### src/rtl/mpsoc_instr_pkg.sv
// Shared definitions for the MPSoC instruction path (delay line, receiver, future blocks).
package mpsoc_instr_pkg;

  // RV32I canonical NOP (addi x0, x0, 0); also the reset-fill word of the delay line.
  localparam logic [31:0] NOP_INSTR = 32'h0000_0013;

  // Receiver endpoint states.
  typedef enum logic [1:0] {
    PRIME,
    STREAM,
    FLUSH
  } rx_state_e;

  function automatic logic is_nop(input logic [31:0] instr);
    return instr == NOP_INSTR;
  endfunction

endpackage

### src/rtl/instr_fifo_sync.sv
// Synchronous first-word-fall-through FIFO for 32-bit instruction words.
// A push on a full FIFO lands only if a pop happens in the same cycle; clear wins over both.
module instr_fifo_sync #(
  parameter int unsigned DEPTH = 4
) (
  input  logic                     clk,
  input  logic                     reset,
  input  logic                     push,
  input  logic                     pop,
  input  logic                     clear,
  input  logic [31:0]              data_in,
  output logic [31:0]              head,
  output logic [$clog2(DEPTH):0]   count,
  output logic                     full,
  output logic                     empty
);

  localparam int unsigned AW = (DEPTH > 1) ? $clog2(DEPTH) : 1;
  localparam logic [AW-1:0] PtrOne  = AW'(1);
  localparam logic [AW:0]   CntOne  = (AW + 1)'(1);
  localparam logic [AW:0]   CntFull = (AW + 1)'(DEPTH);

  logic [31:0]   r_mem [DEPTH];
  logic [AW-1:0] r_wptr;
  logic [AW-1:0] r_rptr;
  logic [AW:0]   r_count;
  logic          w_do_push;
  logic          w_do_pop;

  assign full      = (r_count == CntFull);
  assign empty     = (r_count == '0);
  assign w_do_pop  = pop && !empty && !clear;
  assign w_do_push = push && !clear && (!full || w_do_pop);

  assign head  = r_mem[r_rptr];
  assign count = r_count;

  // Pointer and occupancy bookkeeping; pointers wrap naturally since DEPTH is a power of two.
  always_ff @(posedge clk) begin
    if (reset || clear) begin
      r_wptr  <= '0;
      r_rptr  <= '0;
      r_count <= '0;
    end else begin
      if (w_do_push) r_wptr <= r_wptr + PtrOne;
      if (w_do_pop)  r_rptr <= r_rptr + PtrOne;
      if (w_do_push && !w_do_pop)      r_count <= r_count + CntOne;
      else if (w_do_pop && !w_do_push) r_count <= r_count - CntOne;
    end
  end

  // Storage array; contents need no reset because count gates visibility.
  always_ff @(posedge clk) begin
    if (w_do_push) r_mem[r_wptr] <= data_in;
  end

endmodule

### src/rtl/instr_stream_receiver.sv
// Consumer endpoint of the instruction delay line: drops reset-fill words, optionally squashes
// NOP bubbles, and buffers instructions for a core behind a valid/ready handshake.
module instr_stream_receiver
  import mpsoc_instr_pkg::*;
#(
  parameter int unsigned DEPTH        = 4,
  parameter int unsigned PRIME_CYCLES = 3,
  parameter int unsigned SQUASH_NOP   = 1
) (
  input  logic                   clk,
  input  logic                   reset,
  input  logic [31:0]            instr_in,
  input  logic                   flush,
  output logic [31:0]            instr_out,
  output logic                   out_valid,
  input  logic                   out_ready,
  output logic [$clog2(DEPTH):0] occupancy,
  output logic                   overflow,
  output logic [31:0]            rx_count
);

  localparam int unsigned PcW = (PRIME_CYCLES > 0) ? $clog2(PRIME_CYCLES + 1) : 1;
  localparam logic [PcW-1:0] PrimeLoad = PcW'(PRIME_CYCLES);
  localparam logic [PcW-1:0] PcOne     = PcW'(1);

  rx_state_e              r_state;
  rx_state_e              w_state_d;
  logic [PcW-1:0]         r_prime_cnt;
  logic [PcW-1:0]         w_prime_cnt_d;
  logic                   r_overflow;
  logic [31:0]            r_rx_count;

  logic                   w_push;
  logic                   w_pop;
  logic                   w_clear;
  logic                   w_accept;
  logic                   w_drop;
  logic [31:0]            w_head;
  logic [$clog2(DEPTH):0] w_count;
  logic                   w_full;
  logic                   w_empty;

  instr_fifo_sync #(
    .DEPTH (DEPTH)
  ) u_fifo (
    .clk     (clk),
    .reset   (reset),
    .push    (w_push),
    .pop     (w_pop),
    .clear   (w_clear),
    .data_in (instr_in),
    .head    (w_head),
    .count   (w_count),
    .full    (w_full),
    .empty   (w_empty)
  );

  // Next-state, prime countdown and FIFO controls; flush overrides everything this cycle.
  always_comb begin
    w_state_d     = r_state;
    w_prime_cnt_d = r_prime_cnt;
    w_push        = 1'b0;
    w_pop         = out_ready && !w_empty;
    w_clear       = 1'b0;
    unique case (r_state)
      PRIME: begin
        w_prime_cnt_d = r_prime_cnt - PcOne;
        if (r_prime_cnt == PcOne) w_state_d = STREAM;
      end
      STREAM: begin
        w_push = !((SQUASH_NOP != 0) && is_nop(instr_in));
      end
      FLUSH: begin
        w_clear       = 1'b1;
        w_pop         = 1'b0;
        w_prime_cnt_d = PrimeLoad;
        w_state_d     = PRIME;
      end
      default: begin
        w_state_d     = PRIME;
        w_prime_cnt_d = PrimeLoad;
      end
    endcase
    if (flush) begin
      w_state_d = FLUSH;
      w_push    = 1'b0;
      w_pop     = 1'b0;
    end
  end

  // A push is kept if there is room, or room is being made by a same-cycle pop.
  assign w_accept = w_push && (!w_full || w_pop);
  assign w_drop   = w_push && w_full && !w_pop;

  // State register and prime counter.
  always_ff @(posedge clk) begin
    if (reset) begin
      r_state     <= PRIME;
      r_prime_cnt <= PrimeLoad;
    end else begin
      r_state     <= w_state_d;
      r_prime_cnt <= w_prime_cnt_d;
    end
  end

  // Sticky overflow flag and received-instruction counter; only reset clears them.
  always_ff @(posedge clk) begin
    if (reset) begin
      r_overflow <= 1'b0;
      r_rx_count <= '0;
    end else begin
      if (w_drop)   r_overflow <= 1'b1;
      if (w_accept) r_rx_count <= r_rx_count + 32'd1;
    end
  end

  assign instr_out = w_empty ? NOP_INSTR : w_head;
  assign out_valid = !w_empty;
  assign occupancy = w_count;
  assign overflow  = r_overflow;
  assign rx_count  = r_rx_count;

endmodule

### config.mk
export PLATFORM = sky130hd
export DESIGN_NAME = instr_stream_receiver
export DESIGN_NICKNAME = d
export VERILOG_FILES = /design/src/rtl/mpsoc_instr_pkg.sv /design/src/rtl/instr_fifo_sync.sv /design/src/rtl/instr_stream_receiver.sv
export SDC_FILE = /design/constraint.sdc
export NUM_CORES = 1
export LEC_CHECK = 0
export ABC_AREA = 1
export CAP_MARGIN = 25
export CORE_MARGIN = 3
export CORE_UTILIZATION = 50
export CTS_CLUSTER_DIAMETER = 100
export CTS_CLUSTER_SIZE = 14
export DETAILED_ROUTE_END_ITERATION = 6
export PLACE_DENSITY = 0.74
export SKIP_CTS_REPAIR_TIMING = 1
export SYNTH_ARGS = -nofsm -noshare
export SYNTH_HDL_FRONTEND = slang
export SYNTH_SLANG_ARGS = --single-unit
### constraint.sdc
create_clock -name clk -period 3.8 [get_ports clk]
set_clock_uncertainty 0.2 [all_clocks]
set_input_delay 0.76 -clock clk [delete_from_list [all_inputs] [get_ports clk]]
set_output_delay 0.76 -clock clk [all_outputs]
set_load 0.005 [all_outputs]
==> results.json, run 1 <==
{
  "routabilityCongestion": 0.889,
  "portBuffers": 104,
  "max_clock_freq_mhz": 277,
  "power_density_nw_per_um2": 389,
  "synth_area_leaders": "edfxtp_1, dfxtp_1, nor2_1",
  "hp-class": "reg2reg",
  "die_x_um": 132,
  "vias_per_cell": 5.11,
  "period_share_pct": 95.0,
  "worstPathArrival_ns": 2.65,
  "rows": 45,
  "antenna_left": 0,
  "ys_ff_latch": 174,
  "syn-cell-area_um2": 7890,
  "synth_common_cells": "nor2_1, nand2_1, edfxtp_1",
  "clock_tree.root_cell": "clkbuf_16",
  "synth_edf_count": 128,
  "dr_wl_met2_um": 8920,
  "antenna_found_initial": 1,
  "layoutNonFillerInstCount": 1211,
  "tightest_slew_ns": 0.790,
  "setup_viol": 0,
  "seq_area_frac_synth_pct": 60.4,
  "ys_warn_count": 0,
  "grt_start_max_net_pins": 65,
  "nFillCells": 1275,
  "synth_area_leader_cell": "edfxtp_1",
  "tns_ns": 0,
  "grt.overflow.total": 0,
  "start_util_pct": 51.5,
  "worst-setup-path-type": "reg2out",
  "wl_um": 18400,
  "clk_path_buf_depth": 2,
  "n_antenna_cell": 0,
  "cts.sinks": 174,
  "p_leak_nw": 3.33,
  "synth_fp_nets": 927,
  "htreeDepth": 4,
  "slew_viol_final": 0,
  "r2r_slack_ns": 1.02,
  "dr.max_layer_used": "met5",
  "cap_violations": 0,
  "vias": 6194,
  "slew-limit-headroom_pct": 47.0,
  "drtIter0Drc": 427,
  "drc": 0,
  "status": "complete, no violations",
  "die-area_um2": 17300,
  "critPathLaunchType": "register",
  "worst_slack_ns": 0.189,
  "ys_types": 27,
  "fin_crit_ns": 3.61,
  "dp_hpwl_um": 11900,
  "drt_pre_antenna_iters": 5,
  "cts_buffers": 17,
  "ys.flop_type": "edfxtp_1",
  "clkLatencyLatePin_ns": 0.42,
  "design.core.area_um2": 15300,
  "cp_max_fo": 30,
  "max-vdd-ir-drop_mv": 0.321,
  "netlist_instances": 883,
  "io_pins": 105,
  "cts_tree": "built",
  "r2r_start": "u_fifo.count[0]$_SDFFE_PP0P_",
  "avgSynthCellArea_um2": 8.94,
  "areaGrowthSynthToFinish_pct": 24.4,
  "clkTransAtPathRegs_ns": 0.06,
  "finalHoldViolCount": 0,
  "rsz0062_at_grt": "no",
  "fin_nets": 1033,
  "grt_util_all_layers_pct": 21.5,
  "routedWlPerCell_um": 15.2,
  "met1_length_um": 8170,
  "endpoint_kind": "output port",
  "fp.dieH_um": 132,
  "async_reset_ff_share_pct": 0,
  "grt_pass1_wl_um": 29900,
  "layout-drive-gt1-share_pct": 6.60,
  "placedCellCount": 1177,
  "place_ws_ns": 0.263,
  "wl_met3_um": 1050,
  "grt_pass1_vias": 5934,
  "synth.most_common_cell": "nor2_1",
  "holdCritStartpoint": "r_prime_cnt[1]$_SDFFE_PP1P_",
  "synth_top_area_share_pct": 48.7,
  "critPathRequiredTime_ns": 2.84
}
==> area by class of cell <==
class / count / area (um2) / share of cell area, %
sequential: 174 / 4770 / 48.6
multi-input combinational: 616 / 2780 / 28.3
timing repair buffer: 123 / 1240 / 12.6
clock buffer: 19 / 433 / 4.41
tap: 211 / 264 / 2.69
inverter: 57 / 214 / 2.18
clock inverter: 11 / 118 / 1.20
==> final timing paths <==
kind,to,depth (start not counted)
min,r_prime_cnt[1]$_SDFFE_PP1P_,2
max reg2reg,u_fifo.count[2]$_SDFFE_PP0P_,12
max,instr_out[14],5
min reg2reg,r_prime_cnt[1]$_SDFFE_PP1P_,2
==> layout by cell type (no fill, tap or decap) <==
cell type / count
nor2_1: 213
nand2_1: 174
edfxtp_1: 128
clkdlybuf4s50_1: 104
o21ai_0: 67
a21oi_1: 64
inv_1: 51
nand3_1: 48
dfxtp_1: 45
clkbuf_16: 17
buf_4: 15
nand4_1: 9
nor2_2: 7
xnor2_1: 7
ha_1: 7
inv_2: 5
nor2_4: 4
xor2_1: 4
clkinv_1: 3
o311ai_0: 3
clkinv_2: 3
buf_12: 3
nand2_2: 2
o21a_1: 2
clkinv_4: 2
bufinv_16: 2
clkbuf_1: 2
inv_6: 2
nand3_2: 1
o21ai_1: 1
or2_2: 1
nor3_1: 1
fa_1: 1
dfxtp_2: 1
buf_16: 1
==> metal layers <==
layer / vias to the layer above / global-route usage [%]
met2: 186 / 35.6
li1: 3146 / -
met1: 2843 / 28.5
met3: 17 / 5.02
met5: - / 0
met4: 2 / 5.83
==> stage by stage <==
step / area, um2 / utilization, % / power, mW / hold WS, ns
floorplan: 7890 / - / 2.13 / 0.229
global placement: 9180 / 59.9 / 2.21 / 0.243
detailed placement: 9180 / 59.9 / 2.21 / 0.242
CTS: 9730 / 63.5 / 3.84 / 0.258
global route: 9810 / 64.1 / 3.94 / 0.278
finish: 9810 / 64.1 / 3.81 / 0.259
==> flip-flops by register name, indices dropped and copies added (netlist names), named ones only <==
| register | cells |
|---|---|
| u_fifo.r_mem | 128 |
| rx_count | 32 |
| u_fifo.count | 3 |
| r_prime_cnt | 2 |
| r_state | 2 |
| u_fifo.r_rptr | 2 |
| u_fifo.r_wptr | 2 |
| overflow | 1 |
==> where the power goes <==
group	switching (mW)	internal, mW	total, mW
combinational	0.0675	0.0619	0.129
sequential	0.00371	2.04	2.04
clock	0.682	0.957	1.64
==> cell families (layout without fill, tap and decap cells) <==
family	Yosys count	count (layout)	synth area share [%]
buffers and inverters	93	210	4.80
AOI/OAI and AO/OA	137	137	8.89
xor gates and xnor gates	11	11	1.22
and+or+nand+nor	460	460	23.3
adders and majority gates	8	8	1.36
DFF	174	174	60.4
==> worst max-delay path: stages, from the launching register on <==
cell and delay (ns):
dfxtp_2 0.34, clkinv_1 0.62, buf_4 0.47, o21ai_0 0.22, a21oi_1 0.12, clkdlybuf4s50_1 0.45
No activity file was read; power rests on OpenSTA's default activity.
==> run 2, diff against run 1 <==
--- a/config.mk
+++ b/config.mk
@@ -10,7 +10,6 @@
 export CORE_MARGIN = 3
 export CORE_UTILIZATION = 50
 export CTS_CLUSTER_DIAMETER = 100
-export CTS_CLUSTER_SIZE = 14
 export DETAILED_ROUTE_END_ITERATION = 6
 export PLACE_DENSITY = 0.74
 export SKIP_CTS_REPAIR_TIMING = 1
==> results of run 2 <==
Final layout, timing and power as in run 1 (identical DEF).
==> run 3, diff against run 2 <==
--- a/config.mk
+++ b/config.mk
@@ -8,10 +8,11 @@
 export ABC_AREA = 1
 export CAP_MARGIN = 25
 export CORE_MARGIN = 3
-export CORE_UTILIZATION = 50
+export CORE_UTILIZATION = 54
 export CTS_CLUSTER_DIAMETER = 100
 export DETAILED_ROUTE_END_ITERATION = 6
-export PLACE_DENSITY = 0.74
+export MAX_ROUTING_LAYER = met4
+export PLACE_DENSITY = 0.79
 export SKIP_CTS_REPAIR_TIMING = 1
 export SYNTH_ARGS = -nofsm -noshare
 export SYNTH_HDL_FRONTEND = slang
==> run 3 against run 2 <==
Effect of this change: final area about the same; via count increased by 3.0%; worst hold slack improved by 0.0091 ns; first-iteration DRC count increased by 19%; global-route usage increased by 3.0 points; sequential share of layout area about the same; non-clock buffer count decreased by 1; critical path type unchanged; largest power group unchanged.
==> results.json, run 3 (same netlist as run 1, synthesis figures left out) <==
{
  "status": "complete, no violations",
  "die-area_um2": 16100,
  "clkLatencyLatePin_ns": 0.43,
  "dp_hpwl_um": 11700,
  "die_x_um": 127,
  "htreeDepth": 4,
  "top_usage_layer": "met2",
  "cts_buffers": 17,
  "drt_pre_antenna_iters": 5,
  "tightest_slew_ns": 0.997,
  "worst-setup-path-type": "reg2out",
  "design.core.area_um2": 14100,
  "areaGrowthSynthToFinish_pct": 24.3,
  "worstPathArrival_ns": 2.68,
  "period_share_pct": 95.7,
  "cts_tree": "built",
  "comb_power_share_pct": 3.4,
  "cp_max_fo": 27,
  "seq_power_share_pct": 52.6,
  "fin_hold_ws_ns": 0.268,
  "p_int_mw": 3.12,
  "drtIter0Drc": 506,
  "start_util_pct": 56.0,
  "layout-drive-gt1-share_pct": 6.59,
  "final_common_cell": "nor2_1",
  "wl_um": 18800,
  "slew_viol_final": 0,
  "portBuffers": 104,
  "swShare_pct": 19.7,
  "rsz0062_at_grt": "no",
  "fin_crit_ns": 3.64,
  "hp-class": "reg2reg",
  "fin_area_um2": 9810,
  "nFillCells": 1086,
  "fp.dieH_um": 127,
  "tns_ns": 0,
  "p_clk_share_pct": 44.0,
  "critPathLaunchType": "register",
  "antenna_found_initial": 1,
  "clkTransAtPathRegs_ns": 0.06,
  "p_sw_mw": 0.767,
  "grt_util_all_layers_pct": 24.4,
  "cp_common_cell": "nor2_1",
  "rows": 43,
  "grt_pass1_wl_um": 30200,
  "fin_util_pct": 69.6,
  "endpoint_kind": "output port",
  "antenna_left": 0,
  "use_met2_pct": 39.2,
  "final_cell_mix": "nor2_1, nand2_1, edfxtp_1",
  "slowest_stage": "clkdlybuf4s50_1",
  "setup_viol": 0,
  "cap_violations": 0,
  "routabilityCongestion": 0.878,
  "fin_nets": 1032,
  "max-vdd-ir-drop_mv": 0.262,
  "grt_start_max_net_pins": 65,
  "place_ws_ns": 0.242,
  "worstPathCellList": "clkinv_1 -> buf_4 -> nor2_1 -> nor2_1 -> o21ai_0 -> o311ai_0 -> clkdlybuf4s50_1",
  "io_pins": 105,
  "critPathMaxStageDelay_ns": 0.52,
  "cts.sinks": 174,
  "vias": 6381,
  "clk_path_buf_depth": 2,
  "use_met3_pct": 4.59,
  "slew-limit-headroom_pct": 33.4,
  "finalHoldViolCount": 0,
  "p_leak_nw": 3.34,
  "clock_tree.root_cell": "clkbuf_16",
  "top_register": "u_fifo.r_mem",
  "grt_pass1_vias": 6157,
  "largest_register_ffs": 128,
  "max_clock_freq_mhz": 275,
  "grt.overflow.total": 0,
  "vias_per_cell": 5.40,
  "drc": 0,
  "place_area_um2": 9150,
  "routedWlPerCell_um": 15.9,
  "use_met1_pct": 31.2,
  "power_density_nw_per_um2": 397,
  "worst_slack_ns": 0.162,
  "critPathRequiredTime_ns": 2.84
}
run 3: cell count changes in the layout (fill, tap and decap cells not counted), sizes merged:
| cell | change |
|---|---|
| inv | -2 |
| clkinvlp | +4 |
| buf | -1 |
| clkbuf | -1 |
| diode | +1 |
| bufinv | +1 |
run 3: area by class of cell:
cell class	count	area [um2]	area share (%)
multi-input cells	616	2780	28.3
clock inverters	14	150	1.53
diodes	1	2.50	0.0255
well taps	180	225	2.30
flip-flops and latches	174	4770	48.6
repair buffers	122	1240	12.7
inverters	57	214	2.18
clock buffers	18	429	4.38
run 3: stage by stage:
| step | cells | power [mW] |
|---|---|---|
| detailed placement | 1146 | 2.22 |
| floorplan | 883 | 2.13 |
| finish | 1182 | 3.89 |
| global placement | 1146 | 2.21 |
| CTS | 1178 | 3.91 |
| global route | 1182 | 3.99 |
run 3: worst max-delay path: cells and delay by family, from the launching register on:
family	cells	cell delay [ns]
buffers and inverters	3	1.39
DFF	1	0.35
AOI/OAI and AO/OA	2	0.35
and+or+nand+nor	2	0.16
run 3: worst paths after layout:
check / cells past startpoint / slack (ns) / end / start
max: 7 / 0.16 / instr_out[4] / register
min reg2reg: 2 / 0.27 / r_prime_cnt[1]$_SDFFE_PP1P_ / r_prime_cnt[1]$_SDFFE_PP1P_
max reg2reg: 13 / 0.88 / u_fifo.count[2]$_SDFFE_PP0P_ / u_fifo.count[0]$_SDFFE_PP0P_
min: 2 / 0.27 / r_prime_cnt[1]$_SDFFE_PP1P_ / r_prime_cnt[1]$_SDFFE_PP1P_
run 3: power by group through the flow:
stage	clock network [mW]	registers, mW	logic, mW
detailed placement	0	2.09	0.130
global route	1.80	2.04	0.144
CTS	1.73	2.04	0.132
floorplan	0	2.09	0.0425
finish	1.71	2.05	0.133
global placement	0	2.09	0.127
run 3: per-layer routing:
| layer | part of all wire (%) | wire, um | vias to the layer above |
|---|---|---|---|
| met5 | 0 | 0 | - |
| met4 | 2.2 | 411 | 0 |
| met3 | 5.4 | 1020 | 38 |
| met2 | 50 | 9300 | 209 |
| met1 | 43 | 8040 | 2987 |
| li1 | - | - | 3147 |
